`src/rtl/list_buffer_pkg.sv`:
```
// Shared defaults and index/payload types for the linked-list multi-queue buffer.
// Optional runtime checks in the top are enabled by defining LIST_BUFFER_ASSERT_EN.
package list_buffer_pkg;

  localparam int QUEUES  = 2;
  localparam int ENTRIES = 4;
  localparam int DATA_W  = 4;

  // Keep index widths at least one bit so single-queue builds still elaborate.
  localparam int QW = (QUEUES  > 1) ? $clog2(QUEUES)  : 1;
  localparam int EW = (ENTRIES > 1) ? $clog2(ENTRIES) : 1;

  typedef logic [QW-1:0]     qidx_t;
  typedef logic [EW-1:0]     eidx_t;
  typedef logic [DATA_W-1:0] data_t;

endpackage

```
`src/rtl/list_buffer_free_alloc.sv`:
```
// Slot occupancy tracker: owns the used bitmap, offers the lowest free slot and
// accepts one allocate and one free per cycle. A freed slot only becomes
// allocatable after the bitmap register updates.
module list_buffer_free_alloc
  import list_buffer_pkg::*;
(
  input  logic               clock,
  input  logic               reset_n,
  input  logic               alloc,
  input  logic               free,
  input  eidx_t              free_idx,
  output logic               ready,
  output eidx_t              alloc_idx,
  output logic [ENTRIES-1:0] used
);

  logic [ENTRIES-1:0] used_q;
  logic [ENTRIES-1:0] used_d;

  assign ready = ~&used_q;
  assign used  = used_q;

  // Priority pick of the lowest-index clear bit (scan down so low index wins).
  always_comb begin
    alloc_idx = '0;
    for (int i = ENTRIES - 1; i >= 0; i--) begin
      if (!used_q[i]) alloc_idx = eidx_t'(i);
    end
  end

  // Next bitmap: alloc and free never target the same slot in one cycle.
  always_comb begin
    used_d = used_q;
    if (alloc) used_d[alloc_idx] = 1'b1;
    if (free)  used_d[free_idx]  = 1'b0;
  end

  // Occupancy register.
  always_ff @(posedge clock or negedge reset_n) begin
    if (!reset_n) used_q <= '0;
    else          used_q <= used_d;
  end

endmodule

```
`src/rtl/list_buffer_2q.sv`:
```
// Multi-queue FIFO over a shared slot pool: per-queue head/tail pointers, a
// next-pointer table linking slots, and a registered pop response.
// Define LIST_BUFFER_ASSERT_EN to enable runtime misuse checks.
// Handshake: a push fires when push_valid & push_ready; a pop fires when
// pop_valid & valid[pop_index] (no ready, callers consult valid first); a
// fired pop returns its payload one cycle later on resp_valid/resp_data.
module list_buffer_2q
  import list_buffer_pkg::*;
(
  input  logic              clock,
  input  logic              reset_n,
  input  logic              push_valid,
  output logic              push_ready,
  input  qidx_t             push_index,
  input  data_t             push_data,
  output logic [QUEUES-1:0] valid,
  input  logic              pop_valid,
  input  qidx_t             pop_index,
  output logic              resp_valid,
  output data_t             resp_data
);

  eidx_t              head_q [QUEUES];
  eidx_t              head_d [QUEUES];
  eidx_t              tail_q [QUEUES];
  eidx_t              tail_d [QUEUES];
  eidx_t              next_q [ENTRIES];
  eidx_t              next_d [ENTRIES];
  logic [QUEUES-1:0]  valid_q;
  logic [QUEUES-1:0]  valid_d;
  data_t              data_q [ENTRIES];
  logic               resp_valid_q;
  data_t              resp_data_q;

  logic               push_fire;
  logic               pop_fire;
  eidx_t              pop_head;
  eidx_t              alloc_idx;
  logic               single_bypass;
  logic [ENTRIES-1:0] used;

  assign push_fire = push_valid & push_ready;
  assign pop_fire  = pop_valid & valid_q[pop_index];
  assign pop_head  = head_q[pop_index];
  // Pop removes the only entry while a push lands on the same queue: the new
  // slot becomes both head and tail, with no link from the departing slot.
  assign single_bypass = push_fire & pop_fire & (push_index == pop_index) &
                         (tail_q[pop_index] == pop_head);

  assign valid      = valid_q;
  assign resp_valid = resp_valid_q;
  assign resp_data  = resp_data_q;

  list_buffer_free_alloc u_free_alloc (
    .clock     (clock),
    .reset_n   (reset_n),
    .alloc     (push_fire),
    .free      (pop_fire),
    .free_idx  (pop_head),
    .ready     (push_ready),
    .alloc_idx (alloc_idx),
    .used      (used)
  );

  // Pointer-table next state: pop unlinks the head, then push appends.
  always_comb begin
    head_d  = head_q;
    tail_d  = tail_q;
    next_d  = next_q;
    valid_d = valid_q;
    if (pop_fire) begin
      head_d[pop_index] = next_q[pop_head];
      if (tail_q[pop_index] == pop_head) valid_d[pop_index] = 1'b0;
    end
    if (push_fire) begin
      tail_d[push_index]  = alloc_idx;
      valid_d[push_index] = 1'b1;
      if (single_bypass)               head_d[push_index]         = alloc_idx;
      else if (valid_q[push_index])    next_d[tail_q[push_index]] = alloc_idx;
      else                             head_d[push_index]         = alloc_idx;
    end
  end

  // Pointer tables and per-queue non-empty flags.
  always_ff @(posedge clock or negedge reset_n) begin
    if (!reset_n) begin
      for (int q = 0; q < QUEUES; q++) begin
        head_q[q] <= '0;
        tail_q[q] <= '0;
      end
      for (int e = 0; e < ENTRIES; e++) next_q[e] <= '0;
      valid_q <= '0;
    end else begin
      head_q  <= head_d;
      tail_q  <= tail_d;
      next_q  <= next_d;
      valid_q <= valid_d;
    end
  end

  // Payload storage; contents are meaningless until written, so no reset.
  always_ff @(posedge clock) begin
    if (push_fire) data_q[alloc_idx] <= push_data;
  end

  // Registered pop response; data holds between pops.
  always_ff @(posedge clock or negedge reset_n) begin
    if (!reset_n) begin
      resp_valid_q <= 1'b0;
      resp_data_q  <= '0;
    end else begin
      resp_valid_q <= pop_fire;
      if (pop_fire) resp_data_q <= data_q[pop_head];
    end
  end

`ifdef LIST_BUFFER_ASSERT_EN
  // Misuse checks, silent while reset is held.
  always @(posedge clock) begin
    if (reset_n) begin
      if (pop_valid && !valid_q[pop_index])
        $error("list_buffer_2q: pop of empty queue %0d", pop_index);
      if (pop_valid && int'(pop_index) >= QUEUES)
        $error("list_buffer_2q: pop_index %0d out of range", pop_index);
      if (push_valid && int'(push_index) >= QUEUES)
        $error("list_buffer_2q: push_index %0d out of range", push_index);
      if (push_valid && !push_ready)
        $error("list_buffer_2q: push while full");
      if (pop_fire && !used[pop_head])
        $error("list_buffer_2q: popped slot %0d not in use", pop_head);
    end
  end
`else
  // Occupancy bitmap is only consumed by the checks above.
  logic unused_used;
  assign unused_used = ^used;
`endif

endmodule

```
`config.mk`:
```
export PLATFORM = sky130hd
export DESIGN_NAME = list_buffer_2q
export DESIGN_NICKNAME = d
export VERILOG_FILES = /design/src/rtl/list_buffer_pkg.sv /design/src/rtl/list_buffer_free_alloc.sv /design/src/rtl/list_buffer_2q.sv
export SDC_FILE = /design/constraint.sdc
export NUM_CORES = 1
export LEC_CHECK = 0
export ABC_AREA = 1
export BUFFER_PORTS_ARGS = -buffer_cell sky130_fd_sc_hd__buf_2
export CORE_MARGIN = 3
export CORE_UTILIZATION = 63
export CTS_CLUSTER_DIAMETER = 200
export DETAILED_ROUTE_END_ITERATION = 6
export PLACE_DENSITY = 0.83
export SLEW_MARGIN = 10
export SYNTH_ARGS = -nofsm -noshare
export SYNTH_HDL_FRONTEND = slang
export SYNTH_HIERARCHICAL = 1
export SYNTH_SLANG_ARGS = --single-unit
```
`constraint.sdc`:
```
create_clock -name clock -period 3 [get_ports clock]
set_input_delay 0.9 -clock clock [delete_from_list [all_inputs] [get_ports clock]]
set_output_delay 0.9 -clock clock [all_outputs]
set_load 0.03 [all_outputs]
```
# [Word-level counts from Yosys, hierarchy flattened]
# Memory sizes are Yosys's and may differ from the RTL's. A register that Yosys moved wholly into a read port is not among the register bits.
# Cells that the tools add are included.
[op_classes] addsub=0 multipliers=0 div_mod_pow=0 n_lt_le_gt_ge=15 eq_ne=2 n_shift=0 muxes=49 n_bitwise=16 n_reduce_logical=11
[ops] cell="$mux 2" n=21
[ops] cell="$mux 4" n=6
[ops] cell="$bwmux 4" n=3
[ops] cell="$mux 1" n=10
[ops] cell="$bwmux 8" n=1
[ops] cell="$logic_and 1x1->1" n=7
[ops] cell="$ge 3x3->1 const B" n=2
[ops] cell="$lt 2x3->1 const B" n=2
[ops] cell="$not 2->3" n=2
[ops] cell="$and 1x1->1" n=5
[ops] cell="$and 4x4->4" n=1
[ops] cell="$bmux 2 s2" n=1
[ops] cell="$demux 1 s2" n=2
[ops] cell="$demux 2 s1" n=2
[ops] cell="$demux 2 s2" n=1
[ops] cell="$ge 2x1->1 const B" n=2
[ops] cell="$ge 2x2->1 const B" n=2
[ops] cell="$lt 1x2->1 const B" n=2
[ops] cell="$lt 2x1->1 const B" n=2
[ops] cell="$not 1->2" n=2
[ops] cell="$not 4->4" n=1
[ops] cell="$or 4x4->4" n=1
[ops] cell="$reduce_and 4->1" n=1
[ops] cell="$lt 3x1->1 const B" n=1
[ops] cell="10 further kinds" n=13
[word_totals] register_bits=23 latchBits=0 mem_bits_rw=16 romBits=0 input_bits=10 out_inout_bits=8 word_cells=105 n_memories=1
[memory_table] memory="data_q" words=4 width=4 rd=1 rd_clocked_by_memory_dff=1 wr=1 line="list_buffer_2q.sv:31" rtl="data_t data_q [ENTRIES];"

# [Longest topological paths before layout]
[logic_depth] depth_word=14 ltp_mapped=12 depth_no_buf=11

# [By module]
# Netlist, hierarchy kept.
[by_module_without_submodules] mod="list_buffer_2q" instances=1 cells_each=241 area_per_inst_um2=1996.9 seq_area_each_um2=1056.0
[by_module_without_submodules] mod="list_buffer_free_alloc" instances=1 cells_each=27 area_per_inst_um2=209.0 seq_area_each_um2=100.1

# [Worst setup path after synthesis]
# Ideal clock, no wire load.
[synth_timing] path_type="input to register" start="in push_index" end="reg head_q[2] (netlist name)" setup_ns=0.122 arrival_ns=1.811 t_required_ns=2.878 setup_slack_ns=1.067 cell_stages=9 n_path_buf=1 path_cell_list="buf_4 -> xnor2_1 -> inv_1 -> nor2_2 -> nand3_2 -> nand2_4 -> nand2_2 -> nand2_1 -> o21ai_1"
[synth_rtl] element="from (decl)" line="list_buffer_2q.sv:14" rtl="input qidx_t push_index,"
[synth_rtl] element="to (signal, indexed assignment)" line="list_buffer_2q.sv:88" rtl="head_q[q] <= '0;"
[synth_rtl] element="to (signal assigned)" line="list_buffer_2q.sv:94" rtl="head_q <= head_d;"
[synth_rtl] element="to (decl)" line="list_buffer_2q.sv:23" rtl="eidx_t head_q [QUEUES];"

# [Worst setup path after layout]
[layout_timing] start="in pop_index" end="reg next_q[1] (netlist name)"
[layout_via] elab_chain_cells=8 word_cells_on_any_way=17 cone_classes="2 x eq/ne; 8 x mux; 6 x bitwise; 1 x reduce/logical"
[layout_lines] element="from (decl)" line="list_buffer_2q.sv:18" rtl="input qidx_t pop_index,"
[layout_lines] element="$mux 1 (implied by the code) or $not 1->2 (tied branches)" line="list_buffer_2q.sv:43, list_buffer_2q.sv:44, list_buffer_2q.sv:48"
[layout_lines] element="$mux 1 (implied by the code), or another cell as far along" line="list_buffer_2q.sv:43" rtl="assign pop_fire = pop_valid & valid_q[pop_index];"
[layout_lines] element="$and 1x1->1, or another cell as far along" line="list_buffer_2q.sv:43"
[layout_lines] element="$and 1x1->1, or another cell as far along" line="list_buffer_2q.sv:47" rtl="assign single_bypass = push_fire & pop_fire & (push_index == pop_index) &"
[layout_lines] element="$and 1x1->1 or $eq 2x2->1 (tied branches)" line="list_buffer_2q.sv:47, list_buffer_2q.sv:48"
[layout_lines] element="$and 1x1->1 (*)" line="list_buffer_2q.sv:47"
[layout_lines] element="$not 1->1 (no source line) (*)"
[layout_lines] element="$reduce_and 3->1 (no source line) (*)"
[layout_lines] element="to (signal assigned)" line="list_buffer_2q.sv:96" rtl="next_q <= next_d;"
[layout_lines] element="to (decl)" line="list_buffer_2q.sv:27" rtl="eidx_t next_q [ENTRIES];"
# Every way passes the cells marked *; elsewhere a longest branch is shown, timed or not. The select of a mux whose other input is x is not followed.
# A chain may end at the register's enable or synchronous reset.

==> out/metrics.csv <==
metric,value,unit
clock buffer depth,2,
sw power,0.00108,W
WL final,4.70,mm
Rel. slew slack,50.3,%
initial core utilization,68.9,%
CTS-repair resized insts,0,
Yosys cell types,27,
Post-CTS Setup Repair Bufs,0,
Peak VDD IR,0.000545,V
max incr delay on CP,280,ps
Util after Layout,75.6,%
netlist area before placement,2210,sq um
H-Tree Level Count,2,
antenna violations before repair,0,
Die Area,4250,sq um
crit end category,flop,
CTS Buf Count,5,
Max Clk Rate,0.462,GHz
mux contribution to synthesized area,0,%
Tcrit/Tclk final,72.2,%
Synth Area per Inst,8.23,sq um
gr usage total,24.2,%
DR pass1 iterations,5,
Flop pwr share,40.2,%
XOR/XNOR share of the synthesized area,0.397,%
count of standard-cell rows,20,
final hold vios,0,
Layout area overhead,9.76,%
Comb pwr share,44.7,%
standard cell core area,3200,sq um
switching fraction of total power,44.6,%
share of the synthesized area in the top cell type,30.6,%
crit-path max FO,15,
diode count,0,
top_reg_cell synth,dfrtp_1,
largest net degree at the start of global routing,28,
Residual DRC,0,
CTS sink cnt,43,
"EDFF count, synth",16,
WP data required,3300,ps
Max Cap Viol,0,
syn nets,278,
Post-synth top cells,"nand2_1 (83), nor2_1 (32), dfrtp_1 (27), inv_1 (27), o21ai_0 (19)",
Critical-path top delay cell,nand2_1,
Port Buf Inserts,17,
hold buffer count at cts,0,
Synth Register Bits,43,
final net count,300,
worst path bufs/invs,2,
final clock skew,5.95,ps
"Cell Chain, Critical Path",buf_2 -> inv_2 -> nand2_1 -> nand2_1 -> nand2_1 -> nand2_1 -> nand2_1 -> nor2_2 -> nor2_4 -> nand4_1 -> nand2_1,
fraction of layout cells with a size suffix above 1,15.8,%
CTS tree,yes,
Fillers,256,
cell taking the most area after synthesis,dfrtp_1,
RSZ-0062 raised after global routing,no,
number of global-route vias before repair,1696,
placed wire-length estimate,3.22,mm
setup tns final,0,ps
vias,1841,
Syn Inst Count,268,
root buffer cell,clkbuf_4,
crit-path leading delay family,simple AND/OR/NAND/NOR gates,
post-synthesis async set-or-reset flop share,62.8,%
critical path arrival,2470,ps
combinational family with the most area after synthesis,simple AND/OR/NAND/NOR gates,
final setup vio count,0,
first-pass GRT wire length,7.71,mm
Crit path top cell by count,nand2_1,
RD Place Congestion,0.897,
Synth Area in Compound Gates,9.19,%
fin. max-slew vios,0,
min Tclk post-route,2170,ps
DR iter-0 viols,182,
most frequent cell after synthesis,nand2_1,
synth warn,6,
Simple-Gate Fraction of Synth Area,31.1,%
Tightest Pin Transition,740,ps
register area share after synthesis,52.4,%
clock latency at the later pin of the worst-skew pair,360,ps
dominant cells by area after synthesis,"dfrtp_1 (31%), edfxtp_1 (22%), nand2_1 (14%), nor2_1 (5.4%), inv_1 (4.6%)",
CP Class,in -> reg,
Hold Path Class,reg -> reg,
"Clk pin slew, worst setup/hold paths",120,ps
GRT Residual Overflow,0,
clock power share,15.2,%
Adder-Cell Fraction of Synth Area,0,%
wire per inst,14.0,um
run status,"complete, no violations",
Vert. Die Dim,65.2,um
Die Wd,65.2,um
DR vias/cell,5.50,
CP Launch Type,primary input,
ANT nets after route,0,
PwrDens,995,nW/um^2
Lkg Pwr,1.14,nW
internal power,0.00133,W
io pins,18,
tightest hold or removal path, stage by stage, from the launching register on:
cell and delay (ps):
dfrtp_1 370, nand2_1 60, nand2_1 60
metrics by stage:
| stage | worst slack, ps | instances | power (W) | instance area, sq um | hold WS [ps] |
|---|---|---|---|---|---|
| after floorplan | 1070 | 268 | 0.00173 | 2210 | 450 |
| after global placement | 568 | 327 | 0.00201 | 2340 | 467 |
| after detailed placement | 507 | 327 | 0.00203 | 2340 | 479 |
| after CTS | 872 | 335 | 0.00240 | 2420 | 508 |
| after global routing | 682 | 335 | 0.00258 | 2420 | 536 |
| final | 834 | 335 | 0.00241 | 2420 | 509 |
layout make-up:
| class | count | area [sq um] | share of cell area (%) |
|---|---|---|---|
| Multi-Input combinational cell | 189 | 897 | 37.1 |
| Clock inverter | 3 | 43.8 | 1.81 |
| Sequential cell | 43 | 1160 | 47.8 |
| Timing Repair Buffer | 22 | 123 | 5.06 |
| Clock buffer | 5 | 37.5 | 1.55 |
| Inverter | 29 | 109 | 4.50 |
| Tap cell | 44 | 55.1 | 2.27 |
final timing paths:
kind                                       from            to  slack [ps]  depth (start not counted)
max in group asynchronous               reset_n  resp_data[1]        2070                          1
setup reg to reg           u_free_alloc/used[1]  data_q[2][0]        1030                          5
hold / removal                        next_q[0]     next_q[0]         510                          2
setup / recovery                      pop_index     next_q[1]         830                         11
hold reg to reg                       next_q[0]     next_q[0]         510                          2
min in group asynchronous               reset_n     next_q[2]         530                          1
registers in the layout, indices dropped and copies added, names as in the netlist:
name,flops
data_q,16
tail_q,4
next_q,8
resp_data,4
resp_valid,1
u_free_alloc/used,4
head_q,4
valid,2
power groups by stage:
| stage | Sequential [W] | Clock [W] | Combinational, W |
|---|---|---|---|
| after floorplan | 0.00102 | 0 | 0.000710 |
| after global placement | 0.000971 | 0 | 0.00104 |
| after detailed placement | 0.000974 | 0 | 0.00106 |
| after CTS | 0.000962 | 0.000372 | 0.00107 |
| after global routing | 0.000990 | 0.000397 | 0.00120 |
| final | 0.000968 | 0.000365 | 0.00108 |
per-layer routing:
metal | track usage, % | part of all wire [%]
met5 | 0 | 0
met4 | 10.1 | 2.2
met3 | 5.47 | 8.4
met2 | 39.1 | 45
met1 | 31.6 | 44
cell families after synthesis:
group | count (synthesis)
xor gates and xnor gates | 1
buffers and inverters | 36
DFF | 43
AOI/OAI and AO/OA | 33
and+or+nand+nor | 155
cells in the final DEF, fill, tap and decap left out, drive strengths merged:
cell type   n
o21ai      23
a211oi      1
inv        29
a21oi       3
buf        22
a31oi       5
nand4      14
nand3      12
nor3        5
o22ai       1
nand2      89
dfrtp      27
bufinv      1
clkbuf      5
nor2       35
clkinv      2
xnor2       1
edfxtp     16
No activity file was read; power rests on OpenSTA's default activity.
